==> src/rtl/alu_sequencer.sv <==
// Command front-end for the 8-bit multi-cycle ALU: it drives the BEGIN/op_code/inbus
// load sequence, waits for an END edge or a timeout, then holds the result for the consumer.
module alu_sequencer #(
  parameter int TIMEOUT_CYCLES = 64
) (
  input  logic       clk,
  input  logic       reset,
  input  logic       cmd_valid,
  output logic       cmd_ready,
  input  logic [1:0] cmd_op,
  input  logic [7:0] cmd_a,
  input  logic [7:0] cmd_b,
  input  logic [7:0] cmd_c,
  output logic       rsp_valid,
  input  logic       rsp_ready,
  output logic [7:0] rsp_hi,
  output logic [7:0] rsp_lo,
  output logic       rsp_timeout,
  output logic       alu_begin,
  output logic [1:0] alu_op_code,
  output logic [7:0] alu_inbus,
  input  logic [7:0] alu_outbus,
  input  logic       alu_end,
  output logic       alu_abort
);
  localparam logic [7:0] TMO_LAST = 8'(TIMEOUT_CYCLES - 1);

  typedef enum logic [2:0] {
    S_IDLE, S_BEGIN, S_LOAD0, S_LOAD1, S_LOAD2, S_WAIT, S_ABORT, S_RESP
  } state_t;

  typedef struct packed {
    logic [1:0] op;
    logic [7:0] a;
    logic [7:0] b;
    logic [7:0] c;
  } cmd_t;

  state_t     state, state_nx;
  cmd_t       cmd_q;
  logic       end_q;
  logic       end_rise;
  logic [7:0] h1, h2;
  logic [7:0] tmo_cnt;

  assign end_rise = alu_end & ~end_q;

  always_comb begin
    state_nx = state;
    case (state)
      S_IDLE:  if (cmd_valid && cmd_ready) state_nx = S_BEGIN;
      S_BEGIN: state_nx = S_LOAD0;
      S_LOAD0: state_nx = S_LOAD1;
      S_LOAD1: state_nx = (cmd_q.op == 2'b11) ? S_LOAD2 : S_WAIT;
      S_LOAD2: state_nx = S_WAIT;
      // a genuine END edge beats a timeout landing in the same cycle
      S_WAIT: begin
        if (end_rise)                 state_nx = S_RESP;
        else if (tmo_cnt == TMO_LAST) state_nx = S_ABORT;
      end
      S_ABORT: state_nx = S_RESP;
      S_RESP:  if (rsp_ready) state_nx = S_IDLE;
      default: state_nx = S_IDLE;
    endcase
  end

  // ALU-facing outputs decode only from flops, so no input reaches an output combinationally
  always_comb begin
    alu_inbus = '0;
    case (state)
      S_LOAD0: alu_inbus = cmd_q.a;
      S_LOAD1: alu_inbus = cmd_q.b;
      S_LOAD2: alu_inbus = cmd_q.c;
      default: alu_inbus = '0;
    endcase
  end

  assign alu_begin   = (state == S_BEGIN);
  assign alu_abort   = (state == S_ABORT);
  assign rsp_valid   = (state == S_RESP);
  assign alu_op_code = (state == S_IDLE) ? 2'b00 : cmd_q.op;

  always_ff @(posedge clk) begin
    if (reset) begin
      state       <= S_IDLE;
      cmd_q       <= '0;
      end_q       <= 1'b0;
      h1          <= '0;
      h2          <= '0;
      tmo_cnt     <= '0;
      cmd_ready   <= 1'b0;
      rsp_hi      <= '0;
      rsp_lo      <= '0;
      rsp_timeout <= 1'b0;
    end else begin
      state     <= state_nx;
      end_q     <= alu_end;
      h1        <= alu_outbus;
      h2        <= h1;
      cmd_ready <= (state_nx == S_IDLE);
      tmo_cnt   <= (state == S_WAIT) ? tmo_cnt + 8'd1 : 8'd0;
      if (state == S_IDLE && cmd_valid && cmd_ready)
        cmd_q <= '{op: cmd_op, a: cmd_a, b: cmd_b, c: cmd_c};
      // the ALU leaves hi then lo on outbus in the two cycles before END rises
      if (state == S_WAIT && end_rise) begin
        rsp_hi      <= cmd_q.op[1] ? h2 : 8'h00;
        rsp_lo      <= h1;
        rsp_timeout <= 1'b0;
      end else if (state == S_WAIT && state_nx == S_ABORT) begin
        rsp_hi      <= '0;
        rsp_lo      <= '0;
        rsp_timeout <= 1'b1;
      end
      if (state == S_RESP && rsp_ready) rsp_timeout <= 1'b0;
    end
  end
endmodule

==> config.mk <==
export PLATFORM = sky130hd
export DESIGN_NAME = alu_sequencer
export DESIGN_NICKNAME = d
export VERILOG_FILES = /design/src/rtl/alu_sequencer.sv
export SDC_FILE = /design/constraint.sdc
export NUM_CORES = 1
export LEC_CHECK = 0
export ABC_CLOCK_PERIOD_IN_PS = 1900
export BUFFER_PORTS_ARGS = -buffer_cell sky130_fd_sc_hd__buf_2
export CAP_MARGIN = 0
export CORE_MARGIN = 2
export CORE_UTILIZATION = 52
export CTS_CLUSTER_DIAMETER = 80
export DETAILED_ROUTE_END_ITERATION = 12
export PLACE_DENSITY = 0.79
export SLEW_MARGIN = 10
export SYNTH_ARGS = -nofsm -noshare
export SYNTH_HDL_FRONTEND = slang
export SYNTH_SLANG_ARGS = --single-unit
==> constraint.sdc <==
create_clock -name clk -period 1.9 [get_ports clk]
set_input_delay 0.19 -clock clk [delete_from_list [all_inputs] [get_ports clk]]
set_output_delay 0.19 -clock clk [all_outputs]
set_load 0.02 [all_outputs]
==> impl_results.md <==
- Crit path kind: reg -> out
- First-pass GRT wire length: 9.29 mm
- Sum of negative setup slack: 0 ps
- Mapped Cells: 289
- Yosys warnings: 0
- Setup Skew: 6.74 ps
- Final Hold Vio Count: 0
- Mapped Avg Cell Area: 9.43 um^2
- Clk_lat worst skew: 340 ps
- Yosys top cell by area: dfxtp_1
- FF+latch count, synth: 72
- Setup WS post-layout: 93.0 ps
- Final Cell Area: 3330 um^2
- Global Route Usage Sum: 20.0%
- Clock Tree Buf Depth: 2
- Core Rows: 26
- H-tree depth: 3
- Cell Pwr Density: 964 nW/um^2
- I/O Buffers: 69
- RePlAce Congestion: 0.782
- Detailed-route via count: 2206
- Largest net degree at the start of global routing: 27
- Post-synth net total: 329
- Worst endpoint required time: 1710 ps
- Worst hold path type: in -> reg
- Layout Nets: 399
- Drt total wl: 5.64 mm
- Die X: 76.4 um
- Final ANT Viol Nets: 0
- Shortest period the worst path allows: 1810 ps
- CP arrival: 1620 ps
- Seq/Total Area, Yosys: 52.9%
- Clock Pin Slew Worst Setup and Hold Paths: 70 ps
- Die height: 76.4 um
- Post-synth top cells: dfxtp_1, nand2_1, a21oi_1
- Hpwl dp: 3.84 mm
- Grt ovf: 0
- Share of layout cells above drive strength 1: 32.1%
- Count leader, synth: dfxtp_1
- CTS tree: yes
- Worst-Margin Slew: 366 ps
- Place WS: 218 ps
- Syn-to-layout area delta: 22.4%
- CP Launch Type: flip-flop
- Type of element capturing the critical path: primary output
- Fmax: 0.553 GHz
- Peak VDD IR: 536 uV
- CTS root buffer: clkbuf_8
- I/O pin cnt: 70
- Antenna violations before repair: 0
- Post-CTS setup buffers: 0
- Distinct cells, synth: 40
- Core box area: 5070 um^2
- TritonCTS Buffers: 9
- Hold Buf Count CTS: 0
- Drt drc: 0
- Initial Util: 53.7%
- EDFF count, synth: 0
- RSZ-0062 raised after global routing: no
- Vias in the first global route: 2059
- Setup-failing EPs final: 0
- Placed Area: 3130 um^2
- Async set-reset flop share out of synthesis: 0%
- Fillers: 430
- Total die area: 5840 um^2
- Netlist Area Pre-Place: 2730 um^2
- Outcome: complete, no violations
- Clock Sinks: 72
- Synth area leaders: dfxtp_1, nand2_1, a21oi_1, a22o_2, nor2b_1
- Overall power: 3.22 mW
- Peak fanout along the critical path: 10
- Period Utilization, post-route: 95.1%
- Ant. Diodes: 0
- Iter 0 DRT Violations: 70
- Slew headroom: 75.2%
- Slew Limit Fails: 0
- Top-area cell type share of the netlist area: 52.9%
- First-pass detailed-route iteration total: 4
- WL/cell: 13.0 um
- Max-cap viol count: 0
- Synth Flop Type: dfxtp_1
- Vias per cell: 5.08
- Static leakage: 1.40 nW
## stage by stage
stage	hold slack (ps)	std cells	utilization, %
after floorplan	273	289	-
after global placement	397	418	61.6
after detailed placement	407	418	61.6
after CTS	41.9	434	65.5
after global routing	64.4	434	65.7
final	57.8	434	65.7
## state kept, by name (all words and copies together), names as in the netlist
register / flops
cmd_ready: 1
rsp_hi: 8
end_q: 1
h1: 8
rsp_lo: 8
cmd_q: 26
h2: 8
tmo_cnt: 8
rsp_timeout: 1
state: 3
## critical path, stage by stage, from the launching register on
cell and delay, ps:
dfxtp_1 520, buf_4 270, mux2i_1 90, o21ai_0 190, buf_2 200
## layout make-up
cell class,instances,area (um^2),area share (%)
flip-flops and latches,72,1450,43.3
multi-input cells,196,1170,35.2
repair buffers,77,420,12.6
clock buffers,11,141,4.24
well taps,70,87.6,2.63
clock inverters,5,56.3,1.69
inverters,3,11.3,0.338
## repair_timing
item	in CTS	in global routing
gates resized for setup	1	3
hold endpoints to repair	0	0
setup endpoints to repair	8	8
## worst paths after layout
path / endpoint / start / slack [ps] / cells past startpoint
worst max-delay path: alu_inbus[4] / state[0]$_SDFF_PP0_ / 90 / 4
worst min-delay path: h1[1]$_SDFF_PP0_ / alu_outbus[1] / 60 / 2
worst max register to register: rsp_lo[5]$_SDFFE_PP0P_ / tmo_cnt[0]$_SDFF_PP0_ / 200 / 6
worst min register to register: rsp_hi[2]$_SDFFE_PP0P_ / h2[2]$_SDFF_PP0_ / 450 / 1
## kinds of logic (layout without fill, tap and decap cells)
family	after synthesis	in the layout	synth area share (%)
adder cells (fa/ha/maj)	1	1	0.459
buffers and inverters	21	96	4.27
AND/OR/NAND/NOR	120	120	22.4
multiplexers	8	8	2.94
flip-flops	72	72	52.9
AO/OA/AOI/OAI	61	61	15.2
XOR/XNOR	6	6	1.93
## layer usage
metal / global-route usage (%) / part of all wire, % / vias to the layer above
met5: 0 / 0 / -
met3: 6.16 / 5.7 / 9
met2: 31.5 / 46 / 66
li1: - / - / 1119
met4: 9.27 / 1.7 / 0
met1: 25.2 / 47 / 1012
## placed cells by master, fill, tap and decap left out, types with 5 or more instances in the layout
| cell type | netlist | routed |
|---|---|---|
| mux2i_1 | 8 | 8 |
| nor2b_1 | 19 | 19 |
| dfxtp_1 | 72 | 71 |
| xor2_1 | 5 | 5 |
| nor2_1 | 12 | 12 |
| o21ai_0 | 11 | 11 |
| a21oi_1 | 28 | 28 |
| buf_2 | 6 | 68 |
| a22o_2 | 13 | 13 |
| nand2_1 | 63 | 63 |
| clkbuf_8 | 0 | 10 |
| buf_4 | 2 | 8 |
## power breakdown
part           switching (mW)  internal [mW]  total, mW
combinational           0.228          0.159      0.387
sequential             0.0507           1.59       1.64
clock                   0.547          0.640       1.19
total                   0.826           2.39       3.22
Note: power is estimated with default switching activity, not from simulation.
